### src/rtl/cko_cfg_pkg.sv
// rtl/cko_cfg_pkg.sv - shared types and defaults for the cko CCFF config sequencer
// Purpose: sequencer state encoding and the default per-tile mode width.
// Ports: none (package).
package cko_cfg_pkg;

    localparam int CKO_MODE_W = 7;

    typedef enum logic [1:0] {
        IDLE,
        LOAD,
        VERIFY,
        RESP
    } cko_cfg_state_e;

endpackage

### src/rtl/cko_cfg_bit_counter.sv
// rtl/cko_cfg_bit_counter.sv - clear/load/increment counter with terminal-count flag
// Purpose: bit position counter for the chain stream; saturates at MAX_VAL.
// Ports:
//   clk, rst_n      clock, asynchronous active-low reset
//   clr             force count to zero (highest priority)
//   load, load_val  load an arbitrary count
//   inc             increment by one, holding at MAX_VAL
//   cnt_q           current count
//   cnt_d           count after the coming clock edge
//   tc              current count equals TC_VAL
module cko_cfg_bit_counter #(
    parameter int W       = 4,
    parameter int TC_VAL  = 13,
    parameter int MAX_VAL = 14
) (
    input  logic         clk,
    input  logic         rst_n,
    input  logic         clr,
    input  logic         load,
    input  logic [W-1:0] load_val,
    input  logic         inc,
    output logic [W-1:0] cnt_q,
    output logic [W-1:0] cnt_d,
    output logic         tc
);

    always_comb begin
        cnt_d = cnt_q;
        if (clr) begin
            cnt_d = '0;
        end else if (load) begin
            cnt_d = load_val;
        end else if (inc && (cnt_q != W'(MAX_VAL))) begin
            cnt_d = cnt_q + W'(1);
        end
    end

    assign tc = (cnt_q == W'(TC_VAL));

    always_ff @(posedge clk or negedge rst_n) begin
        if (!rst_n) begin
            cnt_q <= '0;
        end else begin
            cnt_q <= cnt_d;
        end
    end

endmodule

### src/rtl/cko_ccff_cfg_sequencer.sv
// rtl/cko_ccff_cfg_sequencer.sv - loads and read-back checks a cko tile column CCFF chain
// Purpose: shifts a host image into the serial chain, then rotates it once more
//   while comparing ccff_tail against the image, and reports done or err.
// Ports:
//   prog_clk, prog_reset_n      clock, asynchronous active-low reset
//   cfg_valid/cfg_ready         host request handshake, cfg_image = full chain image
//   cfg_abort                   cancel a LOAD/VERIFY in progress
//   ccff_head/ccff_shift_en     serial data and shift enable into the chain
//   ccff_tail                   serial data out of the far end of the chain
//   busy, done, err, err_cnt    status; done/err are one-cycle pulses
module cko_ccff_cfg_sequencer
    import cko_cfg_pkg::*;
#(
    parameter  int NUM_TILES = 4,
    parameter  int MODE_W    = CKO_MODE_W,
    localparam int CHAIN_L   = NUM_TILES * MODE_W,
    localparam int CNT_W     = $clog2(CHAIN_L + 1)
) (
    input  logic               prog_clk,
    input  logic               prog_reset_n,
    input  logic               cfg_valid,
    output logic               cfg_ready,
    input  logic [CHAIN_L-1:0] cfg_image,
    input  logic               cfg_abort,
    output logic               ccff_head,
    output logic               ccff_shift_en,
    input  logic               ccff_tail,
    output logic               busy,
    output logic               done,
    output logic               err,
    output logic [CNT_W-1:0]   err_cnt
);

    cko_cfg_state_e     state_q, state_d;
    logic [CHAIN_L-1:0] img_q, img_d;
    logic [CNT_W-1:0]   err_cnt_q, err_cnt_d;
    logic               aborted_q, aborted_d;
    logic               cfg_ready_q, cfg_ready_d;
    logic               head_q, head_d;
    logic               shift_en_q, shift_en_d;
    logic               busy_q, busy_d;
    logic               done_q, done_d;
    logic               err_q, err_d;

    logic               k_clr, k_inc, k_tc;
    logic [CNT_W-1:0]   k_q, k_d;

    // MSB goes out first so it lands at the far (tail) end of the chain.
    function automatic logic stream_bit(input logic [CHAIN_L-1:0] img,
                                        input logic [CNT_W-1:0]   k);
        logic [CNT_W-1:0] idx;
        idx = CNT_W'(CHAIN_L - 1) - k;
        return img[idx];
    endfunction

    cko_cfg_bit_counter #(
        .W       (CNT_W),
        .TC_VAL  (CHAIN_L - 1),
        .MAX_VAL (CHAIN_L)
    ) u_k_cnt (
        .clk      (prog_clk),
        .rst_n    (prog_reset_n),
        .clr      (k_clr),
        .load     (1'b0),
        .load_val ('0),
        .inc      (k_inc),
        .cnt_q    (k_q),
        .cnt_d    (k_d),
        .tc       (k_tc)
    );

    always_comb begin
        state_d     = state_q;
        img_d       = img_q;
        err_cnt_d   = err_cnt_q;
        aborted_d   = aborted_q;
        cfg_ready_d = cfg_ready_q;
        k_clr       = 1'b0;
        k_inc       = 1'b0;
        done_d      = 1'b0;
        err_d       = 1'b0;

        case (state_q)
            IDLE: begin
                if (cfg_valid && cfg_ready_q) begin
                    img_d       = cfg_image;
                    err_cnt_d   = '0;
                    aborted_d   = 1'b0;
                    k_clr       = 1'b1;
                    cfg_ready_d = 1'b0;
                    state_d     = LOAD;
                end
            end
            LOAD: begin
                k_inc = 1'b1;
                if (cfg_abort) begin
                    aborted_d = 1'b1;
                    state_d   = RESP;
                end else if (k_tc) begin
                    k_clr   = 1'b1;
                    state_d = VERIFY;
                end
            end
            VERIFY: begin
                k_inc = 1'b1;
                // The current bit is still compared even when an abort arrives.
                if ((ccff_tail != stream_bit(img_q, k_q)) &&
                    (err_cnt_q != CNT_W'(CHAIN_L))) begin
                    err_cnt_d = err_cnt_q + CNT_W'(1);
                end
                if (cfg_abort) begin
                    aborted_d = 1'b1;
                    state_d   = RESP;
                end else if (k_tc) begin
                    state_d = RESP;
                end
            end
            RESP: begin
                cfg_ready_d = 1'b1;
                state_d     = IDLE;
            end
            default: begin
                cfg_ready_d = 1'b1;
                state_d     = IDLE;
            end
        endcase

        // Outputs are registered, so they are derived from the next state.
        if ((state_d == RESP) && (state_q != RESP)) begin
            done_d = !aborted_d && (err_cnt_d == '0);
            err_d  = aborted_d || (err_cnt_d != '0);
        end
        shift_en_d = (state_d == LOAD) || (state_d == VERIFY);
        head_d     = shift_en_d ? stream_bit(img_d, k_d) : 1'b0;
        busy_d     = (state_d != IDLE);
    end

    always_ff @(posedge prog_clk or negedge prog_reset_n) begin
        if (!prog_reset_n) begin
            state_q     <= IDLE;
            img_q       <= '0;
            err_cnt_q   <= '0;
            aborted_q   <= 1'b0;
            cfg_ready_q <= 1'b1;
            head_q      <= 1'b0;
            shift_en_q  <= 1'b0;
            busy_q      <= 1'b0;
            done_q      <= 1'b0;
            err_q       <= 1'b0;
        end else begin
            state_q     <= state_d;
            img_q       <= img_d;
            err_cnt_q   <= err_cnt_d;
            aborted_q   <= aborted_d;
            cfg_ready_q <= cfg_ready_d;
            head_q      <= head_d;
            shift_en_q  <= shift_en_d;
            busy_q      <= busy_d;
            done_q      <= done_d;
            err_q       <= err_d;
        end
    end

    assign cfg_ready     = cfg_ready_q;
    assign ccff_head     = head_q;
    assign ccff_shift_en = shift_en_q;
    assign busy          = busy_q;
    assign done          = done_q;
    assign err           = err_q;
    assign err_cnt       = err_cnt_q;

endmodule

### config.mk
export PLATFORM = sky130hd
export DESIGN_NAME = cko_ccff_cfg_sequencer
export DESIGN_NICKNAME = d
export VERILOG_FILES = /design/src/rtl/cko_cfg_pkg.sv /design/src/rtl/cko_cfg_bit_counter.sv /design/src/rtl/cko_ccff_cfg_sequencer.sv
export SDC_FILE = /design/constraint.sdc
export NUM_CORES = 1
export LEC_CHECK = 0
export CAP_MARGIN = 40
export CELL_PAD_IN_SITES_DETAIL_PLACEMENT = 1
export CELL_PAD_IN_SITES_GLOBAL_PLACEMENT = 1
export CORE_MARGIN = 1
export CORE_UTILIZATION = 43
export DETAILED_ROUTE_END_ITERATION = 7
export GPL_TIMING_DRIVEN = 0
export PLACE_DENSITY = 0.85
export SLEW_MARGIN = 20
export SYNTH_ARGS = -nofsm -noshare
export SYNTH_HDL_FRONTEND = slang
export SYNTH_HIERARCHICAL = 1
export SYNTH_SLANG_ARGS = --single-unit
### constraint.sdc
create_clock -name prog_clk -period 5.05 [get_ports prog_clk]
set_input_delay 0.505 -clock prog_clk [delete_from_list [all_inputs] [get_ports prog_clk]]
set_output_delay 0.505 -clock prog_clk [all_outputs]
set_load 0.03 [all_outputs]
# Word level (Yosys, flattened, before mapping)
# Cells that the tools add are included.
# Widths: inputs -> output; s select.
[totals]
register_bits = 47
in_bits = 33
output_inout_bits = 11
[op_classes]
add_sub_neg = 4
magnitude_cmp = 2
n_eq_ne = 12
muxes = 30
reduce_logical = 15
[ops]
columns = ["operator", "n"]
rows = [
  ["$mux 28", 2],
  ["$mux 5", 4],
  ["$lt 5x6->1 const B", 2],
  ["$mux 1", 12],
  ["$add 5x1->5 const B", 2],
  ["$bmux 1 s5", 2],
  ["$mux 2", 5],
  ["$ne 5x5->1 const B", 2],
  ["$pmux 5 s2", 1],
  ["$sub 5x5->5 const A", 2],
  ["$eq 2x2->1 const B", 4],
  ["$pmux 2 s4", 1],
  ["$pmux 1 s2", 3],
  ["$eq 5x5->1 const B", 1],
  ["$logic_and 1x1->1", 5],
  ["$logic_not 5->1", 1],
  ["$reduce_bool 5->1", 1],
  ["$eq 2x1->1 const B", 2],
  ["$ne 2x2->1 const B", 2],
  ["$reduce_bool 2->1", 2],
  ["$logic_not 2->1", 1],
  ["$logic_or 1x1->1", 2],
  ["$reduce_and 2->1", 1],
  ["$reduce_or 2->1", 1],
  ["other kinds (2)", 2],
]

# Logic depth before layout (Yosys ltp)
[logic_depth]
ltp_word = 10
ltp_mapped = 14
mapped_depth_nobuf = 12

# By module
# Netlist, hierarchy kept.
[by_module_without_submodules]
columns = ["mod", "n_inst", "cells_each", "area_each_um2", "seq_area_each_um2"]
rows = [
  ["cko_ccff_cfg_sequencer", 1, 204, 2484.9, 1052.3],
  ["cko_cfg_bit_counter", 1, 38, 344.1, 125.1],
]

# Worst setup path before layout
# No wires, ideal clock.
[synth_timing]
path_type = "reg2reg"
from = "reg state_q[0]"
to = "reg head_q (netlist: ccff_head)"
setup_ns = 0.120
arrival_time_ns = 3.825
required_ns = 4.930
slack_ns = 1.104
stages_incl_launch_ff = 14
path_buffers = 2
period_less_slack_ns = 3.946
cell_sequence = "dfrtp_1 inv_1 ha_1 nand3_1 clkbuf_1 nand2_1 o41ai_1 ha_1 buf_1 mux2_2 mux4_2 nor2_1 a21oi_1 o211a_1"
[synth_via]
word_cells_on_any_way = 24
cone_classes = "1 x add/sub; 5 x eq/ne; 14 x mux; 4 x reduce/logical"
[synth_lines]
columns = ["element", "line", "source"]
rows = [
  ["from (decl)", "cko_ccff_cfg_sequencer.sv:34", "cko_cfg_state_e state_q, state_d;"],
  ["from (signal assigned)", "cko_ccff_cfg_sequencer.sv:151", "state_q <= state_d;"],
  ["$eq 2x1->1 / $logic_not 2->1 (equally long branches)", "cko_ccff_cfg_sequencer.sv:83", "case (state_q)"],
  ["$pmux 1 s2 *", "cko_ccff_cfg_sequencer.sv:83", ""],
  ["named net k_clr", "cko_ccff_cfg_sequencer.sv:45", "logic k_clr, k_inc, k_tc;"],
  ["$mux 5 *", "cko_cfg_bit_counter.sv:29", "if (clr) begin"],
  ["named net k_d[2]", "cko_ccff_cfg_sequencer.sv:46", "logic [CNT_W-1:0] k_q, k_d;"],
  ["$sub 5x5->5 *", "cko_ccff_cfg_sequencer.sv:52", "idx = CNT_W'(CHAIN_L - 1) - k;"],
  ["$bmux 1 s5 *", "cko_ccff_cfg_sequencer.sv:53", "return img[idx];"],
  ["$mux 1 (implied by the code) *", "cko_ccff_cfg_sequencer.sv:53", ""],
  ["$mux 1 *", "cko_ccff_cfg_sequencer.sv:134", "head_d = shift_en_d ? stream_bit(img_d, k_d) : 1'b0;"],
  ["named net head_d", "cko_ccff_cfg_sequencer.sv:39", "logic head_q, head_d;"],
  ["to (signal assigned)", "cko_ccff_cfg_sequencer.sv:145", "head_q <= 1'b0;"],
  ["to (signal assigned)", "cko_ccff_cfg_sequencer.sv:156", "head_q <= head_d;"],
  ["to (decl)", "cko_ccff_cfg_sequencer.sv:39", ""],
]
# Mark *: on every way through the listed nets, which the timed path passes. The rest lies on a longest branch. The select of a mux whose other input is x is not followed.
# A chain may end at the register's enable or synchronous reset.

# Final worst setup path
[layout_timing]
from = "reg state_q[1]"
to = "reg head_q (netlist: ccff_head)"
# Same word-level chain as after synthesis.

==> PnR_summary.wiki <==
{| class="wikitable"
! Metric !! Value
|-
| Ratio of cells with drive above 1 in the final layout || 23.5%
|-
| RSZ-0062 raised after global routing || false
|-
| Fraction of synthesized cell area in xor and xnor cells || 0.929%
|-
| Wire length of the first global-routing pass || 12300 um
|-
| Unique cell type count in the Yosys netlist || 52
|-
| Depth of the CTS H-tree || 2
|-
| Number of global-route vias before repair || 2521
|-
| Maximum number of pins on one net before global-route repair || 29
|-
| Netlist area before placement || 2830 sq um
|-
| Total number of vias || 2158
|-
| Register bit total from synthesis || 47
|-
| Layout overhead on the synthesized area || 25.6%
|-
| Multi-input logic area || 1550 sq um
|-
| Slew Limit Fails || 0
|-
| Number of buffers created by CTS || 5
|-
| Path type of the worst setup path || reg2reg
|-
| Count of placed standard cells in the final layout, fillers left out || 379
|-
| Fillers || 698
|-
| Number of iterations in the first detailed-routing pass || 4
|-
| Sequential element share of the synthesized area || 41.6%
|-
| Height of the die || 83.1 um
|-
| Layout Nets || 346
|-
| Maximum clock frequency || 208 MHz
|-
| Number of nets with antenna violations after routing || 0
|-
| Hold/Removal Path Class || in2async
|-
| Maximum Capacitance Violations || 0
|-
| Half-perimeter wire length of the detailed placement result || 5490 um
|-
| Post-detailed-placement cell area || 3410 sq um
|-
| Placed Cells || 371
|-
| Reg2Reg Capture Point || ccff_head$_DFF_PN0_
|-
| R2R Path Start || state_q[1]$_DFF_PN0_
|-
| Dominant synthesized flop cell || sky130_fd_sc_hd__dfrtp_1
|-
| Adder-cell area share of the yosys netlist || 5.31%
|-
| Headroom to the max-slew limit || 47.8%
|-
| Clock Sink Count || 47
|-
| Worst hold margin || 0.227 ns
|-
| Routability congestion estimate from global placement || 0.770
|-
| Lkg Pwr || 1.57 nW
|-
| Final Hold Viols || 0
|-
| Iteration-0 DRC Markers || 103
|-
| Number of cell instances on the worst register-to-register path || 14
|-
| VDD IR-drop max || 0.000275 V
|-
| Crit-path max FO || 10
|-
| Number of setup violations in the final report || 0
|-
| Core Area || 6350 sq um
|-
| Post-synthesis async set-or-reset flop share || 100%
|-
| Kind of end point of the critical path || flop
|-
| Remaining global-route overflow || 0
|-
| Final design area excluding fillers || 3550 sq um
|-
| Post-CTS setup repair buffer count || 0
|-
| Setup skew after layout || 0.00566 ns
|-
| Number of synthesized flops with an enable pin || 0
|-
| WL final || 7070 um
|-
| Number of antenna violations at the first check in global routing || 0
|-
| Number of placed I/O pins || 44
|-
| Arrival time at the worst endpoint || 5.02 ns
|-
| Post-CTS clock slew at the launch and capture registers of the worst setup and hold paths || 0.09 ns
|-
| Final Total Pwr || 2.20 mW
|-
| Clock buffer depth || 2
|-
| Global Route Usage Sum || 22.4%
|-
| Total area of sequential cells || 1180 sq um
|-
| Total power per unit cell area || 620 nW/um^2
|-
| Later-pin clock latency in the skew report || 0.31 ns
|-
| Worst endpoint required time || 5.25 ns
|-
| Post-route DRC violation count || 0
|-
| Initial core utilization || 44.6%
|-
| Number of standard-cell rows in the floorplan || 29
|-
| Share of cell area taken by muxes after synthesis || 27.8%
|-
| Post-synthesis instance total || 242
|-
| Inserted Diodes || 0
|-
| Startpoint types || flop
|-
| Transition time at the pin with the least slew margin || 0.778 ns
|-
| # port buffers || 43
|-
| Area share of and/or/nand/nor cells after synthesis || 10.3%
|-
| Clock tree from TritonCTS || built
|-
| Via count normalized by instance count || 5.69
|-
| Ratio of final minimum period to clock period || 95.4%
|-
| Hold Buf Count CTS || 0
|-
| Avg Inst Size Synth || 11.7 sq um
|-
| Flop-to-flop setup slack || 0.23 ns
|-
| Yosys synthesis warning count || 6
|-
| Combinational family with the most area after synthesis || multiplexers
|-
| Floorplan die width || 83.1 um
|-
| Final critical path time including I/O delays and setup || 4.82 ns
|-
| Die Outline Area || 6910 sq um
|-
| Clock tree root driver cell || sky130_fd_sc_hd__clkbuf_8
|-
| Final routed wire length divided by cell count || 18.6 um
|-
| Complex-gate fraction of the synthesized area || 9.55%
|-
| Result of the run || finished, final reports clean
|}
[timing repair]
action | 4_1_cts | 5_1_grt
resized for setup | 0 | 1
endpoints found under the setup margin | 0 | 1
endpoints found under the hold margin | 0 | 0
[placed cells by master (no fill, tap or decap), types with 3 or more instances in the layout]
cell	count
sky130_fd_sc_hd__ha_1	12
sky130_fd_sc_hd__nand3_1	5
sky130_fd_sc_hd__clkbuf_8	5
sky130_fd_sc_hd__a22o_1	3
sky130_fd_sc_hd__a311oi_1	4
sky130_fd_sc_hd__clkbuf_1	6
sky130_fd_sc_hd__inv_1	20
sky130_fd_sc_hd__a31oi_1	3
sky130_fd_sc_hd__nand2_1	9
sky130_fd_sc_hd__nor2_1	9
sky130_fd_sc_hd__mux2i_1	11
sky130_fd_sc_hd__nand4_1	4
sky130_fd_sc_hd__clkdlybuf4s50_1	42
sky130_fd_sc_hd__mux4_2	6
sky130_fd_sc_hd__o21ai_0	7
sky130_fd_sc_hd__a21oi_1	9
sky130_fd_sc_hd__conb_1	6
sky130_fd_sc_hd__nand3b_1	4
sky130_fd_sc_hd__buf_2	4
sky130_fd_sc_hd__mux2_2	42
sky130_fd_sc_hd__dfrtp_1	46
[where the power goes]
part	internal (mW)	total (mW)	switching (mW)
combinational	0.626	1.20	0.570
sequential	0.538	0.671	0.133
clock	0.198	0.334	0.136
[per-layer routing]
metal	vias to the layer above	GRT usage [%]	share of wire, %
li1	1007	-	-
met3	15	3.88	2.9
met2	53	41.1	52
met5	-	0	0
met4	0	7.37	2.2
met1	1083	26.4	42
[flip-flops by register name, indices dropped and copies added, names as in the netlist]
signal,cells
img_q,28
ccff_shift_en,1
cfg_ready,1
busy,1
err,1
state_q,2
ccff_head,1
aborted_q,1
err_cnt,5
u_k_cnt/cnt_q,5
done,1
[worst max path at each step]
stage	depth (start not counted)	from	endpoint	slack, ns
after floorplan	13	state_q[0]$_DFF_PN0_	ccff_head$_DFF_PN0_	1.10
after global placement	12	cfg_valid	ccff_head$_DFF_PN0_	-0.25
after detailed placement	13	cfg_valid	ccff_head$_DFF_PN0_	-0.22
after CTS	14	state_q[1]$_DFF_PN0_	ccff_head$_DFF_PN0_	0.05
after global routing	14	state_q[1]$_DFF_PN0_	ccff_head$_DFF_PN0_	0.02
final	14	state_q[1]$_DFF_PN0_	ccff_head$_DFF_PN0_	0.23
[cells in the mapped netlist (5+ instances only)]
library cell | n | area, sq um
sky130_fd_sc_hd__dfrtp_1 | 46 | 1150
sky130_fd_sc_hd__mux2_2 | 42 | 473
sky130_fd_sc_hd__inv_1 | 20 | 75.1
sky130_fd_sc_hd__ha_1 | 12 | 150
sky130_fd_sc_hd__mux2i_1 | 11 | 110
sky130_fd_sc_hd__a21oi_1 | 9 | 45.0
sky130_fd_sc_hd__nand2_1 | 9 | 33.8
sky130_fd_sc_hd__nor2_1 | 9 | 33.8
sky130_fd_sc_hd__o21ai_0 | 7 | 35.0
sky130_fd_sc_hd__mux4_2 | 6 | 135
sky130_fd_sc_hd__clkbuf_1 | 5 | 18.8
sky130_fd_sc_hd__nand3_1 | 5 | 25.0
[metrics by stage]
step / setup TNS [ns] / worst slack, ns / util [%]
3_3_place_gp: -0.254 / -0.254 / 53.1
2_1_floorplan: 0 / 1.10 / -
3_5_place_dp: -0.216 / -0.216 / 53.7
6_report: 0 / 0.232 / 55.9
4_1_cts: 0 / 0.0493 / 55.8
5_1_grt: 0 / 0.0237 / 55.9
[kinds of logic after synthesis]
kind of cell	Yosys count
mux	62
xor+xnor	3
simple gates	49
flops	47
other cells	1
buf+inv	29
fa+ha+maj	12
compound gates	39
[critical path, cell delays in order (launching register included)]
cell	delay (ns)
sky130_fd_sc_hd__dfrtp_1	0.43
sky130_fd_sc_hd__inv_1	0.09
sky130_fd_sc_hd__ha_1	0.25
sky130_fd_sc_hd__nand3_1	0.16
sky130_fd_sc_hd__clkbuf_1	0.51
sky130_fd_sc_hd__nand2_1	0.33
sky130_fd_sc_hd__o41ai_2	0.61
sky130_fd_sc_hd__buf_2	0.23
sky130_fd_sc_hd__ha_1	0.23
sky130_fd_sc_hd__buf_1	0.49
sky130_fd_sc_hd__mux2_2	0.40
sky130_fd_sc_hd__mux4_2	0.48
sky130_fd_sc_hd__mux2i_1	0.28
sky130_fd_sc_hd__nand2_1	0.09
sky130_fd_sc_hd__o211a_1	0.13
[area by class of cell]
class / instances / area share [%]
Buffer: 9 / 1.41
Clock buffer: 6 / 2.04
Clock inverter: 2 / 1.69
Inverter: 20 / 2.11
Multi-Input combinational cell: 171 / 43.7
Sequential cell: 47 / 33.1
Tap cell: 77 / 2.71
Timing Repair Buffer: 47 / 13.2
Power figures use the tool's default switching activity.
==> variant: new RTL, config.mk and constraints unchanged <==
The output `err` loses its register stage (`err_q` becomes a continuous assignment).
--- a/src/rtl/cko_ccff_cfg_sequencer.sv
+++ b/src/rtl/cko_ccff_cfg_sequencer.sv
@@ -146,7 +146,6 @@
             shift_en_q  <= 1'b0;
             busy_q      <= 1'b0;
             done_q      <= 1'b0;
-            err_q       <= 1'b0;
         end else begin
             state_q     <= state_d;
             img_q       <= img_d;
@@ -157,9 +156,10 @@
             shift_en_q  <= shift_en_d;
             busy_q      <= busy_d;
             done_q      <= done_d;
-            err_q       <= err_d;
         end
     end
+
+    assign err_q = err_d;
 
     assign cfg_ready     = cfg_ready_q;
     assign ccff_head     = head_q;
Behaviour: not the same (a bounded check fails within 4 cycles, from zero or initial values and one cycle with prog_reset_n low).
==> variant against the unedited design <==
Register-to-register slack better by 0.11 ns; via count up 0.93%; sequential power down 1%; setup slack worse by 0.041 ns; area after synthesis is 0.88% lower; total power fell by 5.7%; sequential cell count shrank 1; clock skew up 0.0036 ns; routed wire length shrank 0.91%; final area shrank 2.1%; synthesized cell count fell by 0.41%; count of clock-buffer cells in the layout is 1 lower; critical path type is now flip-flop to output port.
==> variant: results (changes against the unedited design) <==
Run status
  • Status: complete, no violations (unchanged)

Drt
  • Met2 WL: 3660 um (was 3700 um)
  • Via count: 2178 (was 2158)
  • WL per Instance: 18.5 um (was 18.6 um)
  • Metal-1 WL: 2940 um (was 3000 um)
  • Metal3 WL: 299 um (was 208 um)

CTS
  • Clk_lat worst skew: 0.32 ns
  • H-tree depth: 2 (unchanged)
  • Clock Tree Buf Depth: 2 (unchanged)

Worst setup path
  • Crit path from: u_k_cnt/cnt_q[2] (was state_q[1])
  • R2R depth: 13 (was 14)
  • R2R Setup Slk: 0.34 ns (was 0.23 ns)
  • CP Data Arrival Time: 4.35 ns (was 5.02 ns)
  • Crit path max fanout: 14 (was 10)
  • Worst r2r src: state_q[0] (was state_q[1])

Final layout
  • Clk cell area share: 2.63% (was 3.73%)
  • Max FFs per register: 28 (unchanged)
  • Signal buffers share of area: 14.6% (about the same)
  • Finished Core Util: 55.1% (was 55.9%)
  • Post-Layout Cell Count: 378 (was 379)
  • Area grow syn2layout: 24.0% (was 25.6%)
  • Clock buffer count: 5 (was 6)
  • Fill cells: 692 (was 698)
  • NumNets Final: 345 (was 346)
  • Layout cells sized above 1: 23.6% (was 23.5%)
  • Fraction of area in multi-input gates: 44.7% (was 43.7%)
  • Sequential Area: 1150 um^2 (was 1180 um^2)

Placement
  • DP Worst Slack: -0.0330 ns (was -0.216 ns)
  • PortBufs: 43 (unchanged)
  • Routability congestion estimate: 0.749 (was 0.770)
  • Hpwl dp: 5280 um (was 5490 um)
  • Dpl cells: 370 (was 371)
  • Post-DP Area: 3380 um^2 (was 3410 um^2)

Timing
  • Hold Slack: 0.127 ns (was 0.227 ns)
  • Least-Margin Pin Slew: 0.694 ns (was 0.778 ns)
  • Clock Skew: 0.00929 ns (was 0.00566 ns)

Power
  • Internal: 1.25 mW (was 1.36 mW)
  • P_leak: 1.53 nW (was 1.57 nW)
  • Peak VDD IR: 0.267 mV (was 0.275 mV)

Logic synthesis
  • Adder-cell share of the synthesized area: 5.35% (was 5.31%)
  • Mux cell area share after synthesis: 28.0% (was 27.8%)
  • Compound-Gate Fraction of Synth Area: 9.64% (was 9.55%)
  • Post-Synth XOR/XNOR Area: 0.937% (was 0.929%)
  • Synth cell count leaders: 45 x dfrtp_1, 42 x mux2_2, 20 x inv_1 (was 46 x dfrtp_1, 42 x mux2_2, 20 x inv_1)
  • Register area share after synthesis: 41.1% (was 41.6%)
  • Top post-synthesis cells by area: dfrtp_1 40%, mux2_2 17%, ha_1 5.4% (was dfrtp_1 41%, mux2_2 17%, ha_1 5.3%)
  • Avg Cell Area, Syn: 11.6 um^2 (was 11.7 um^2)
  • #FFs+latches synth: 46 (was 47)

GRT
  • First-pass GRT wire length: 11400 um (was 12300 um)
  • Met1 GRT Util: 27.3% (was 26.4%)
  • Met2 usage: 40.7% (was 41.1%)
  • GR Util met3: 5.38% (was 3.88%)
  • Vias in the first global route: 2337 (was 2521)
  • GRT Total Usage: 23.0% (was 22.4%)

Floorplanning
  • Full die area: 6850 um^2 (was 6910 um^2)
[variant: cell types whose count changed after synthesis, sizes merged]
cell / unedited run / this run
dfrtp: 46 / 45
[variant: worst max-delay path by stage]
stage	depth (start not counted)	endpoint	slack, ns
global placement	12	ccff_head	-0.22
CTS	10	err	0.20
finish	10	err	0.19
detailed placement	12	ccff_head	-0.03
global route	10	err	0.04
floorplan	9	err	0.98
[variant: power groups by stage]
stage / clock network [mW] / registers [mW] / logic (mW)
3_3_place_gp: 0 / 0.656 / 1.11
6_report: 0.243 / 0.664 / 1.17
2_1_floorplan: 0 / 0.661 / 0.840
5_1_grt: 0.263 / 0.687 / 1.27
3_5_place_dp: 0 / 0.671 / 1.17
4_1_cts: 0.252 / 0.663 / 1.17
[variant: worst max-delay path, cell delays in order, from the launching register on]
cell	delay, ns
dfrtp_1	0.56
ha_1	0.48
mux4_2	0.52
a22o_1	0.21
or4_4	0.43
and2_4	0.18
buf_6	0.13
mux2_4	0.30
and3b_1	0.19
a311oi_1	0.33
clkdlybuf4s50_1	0.73
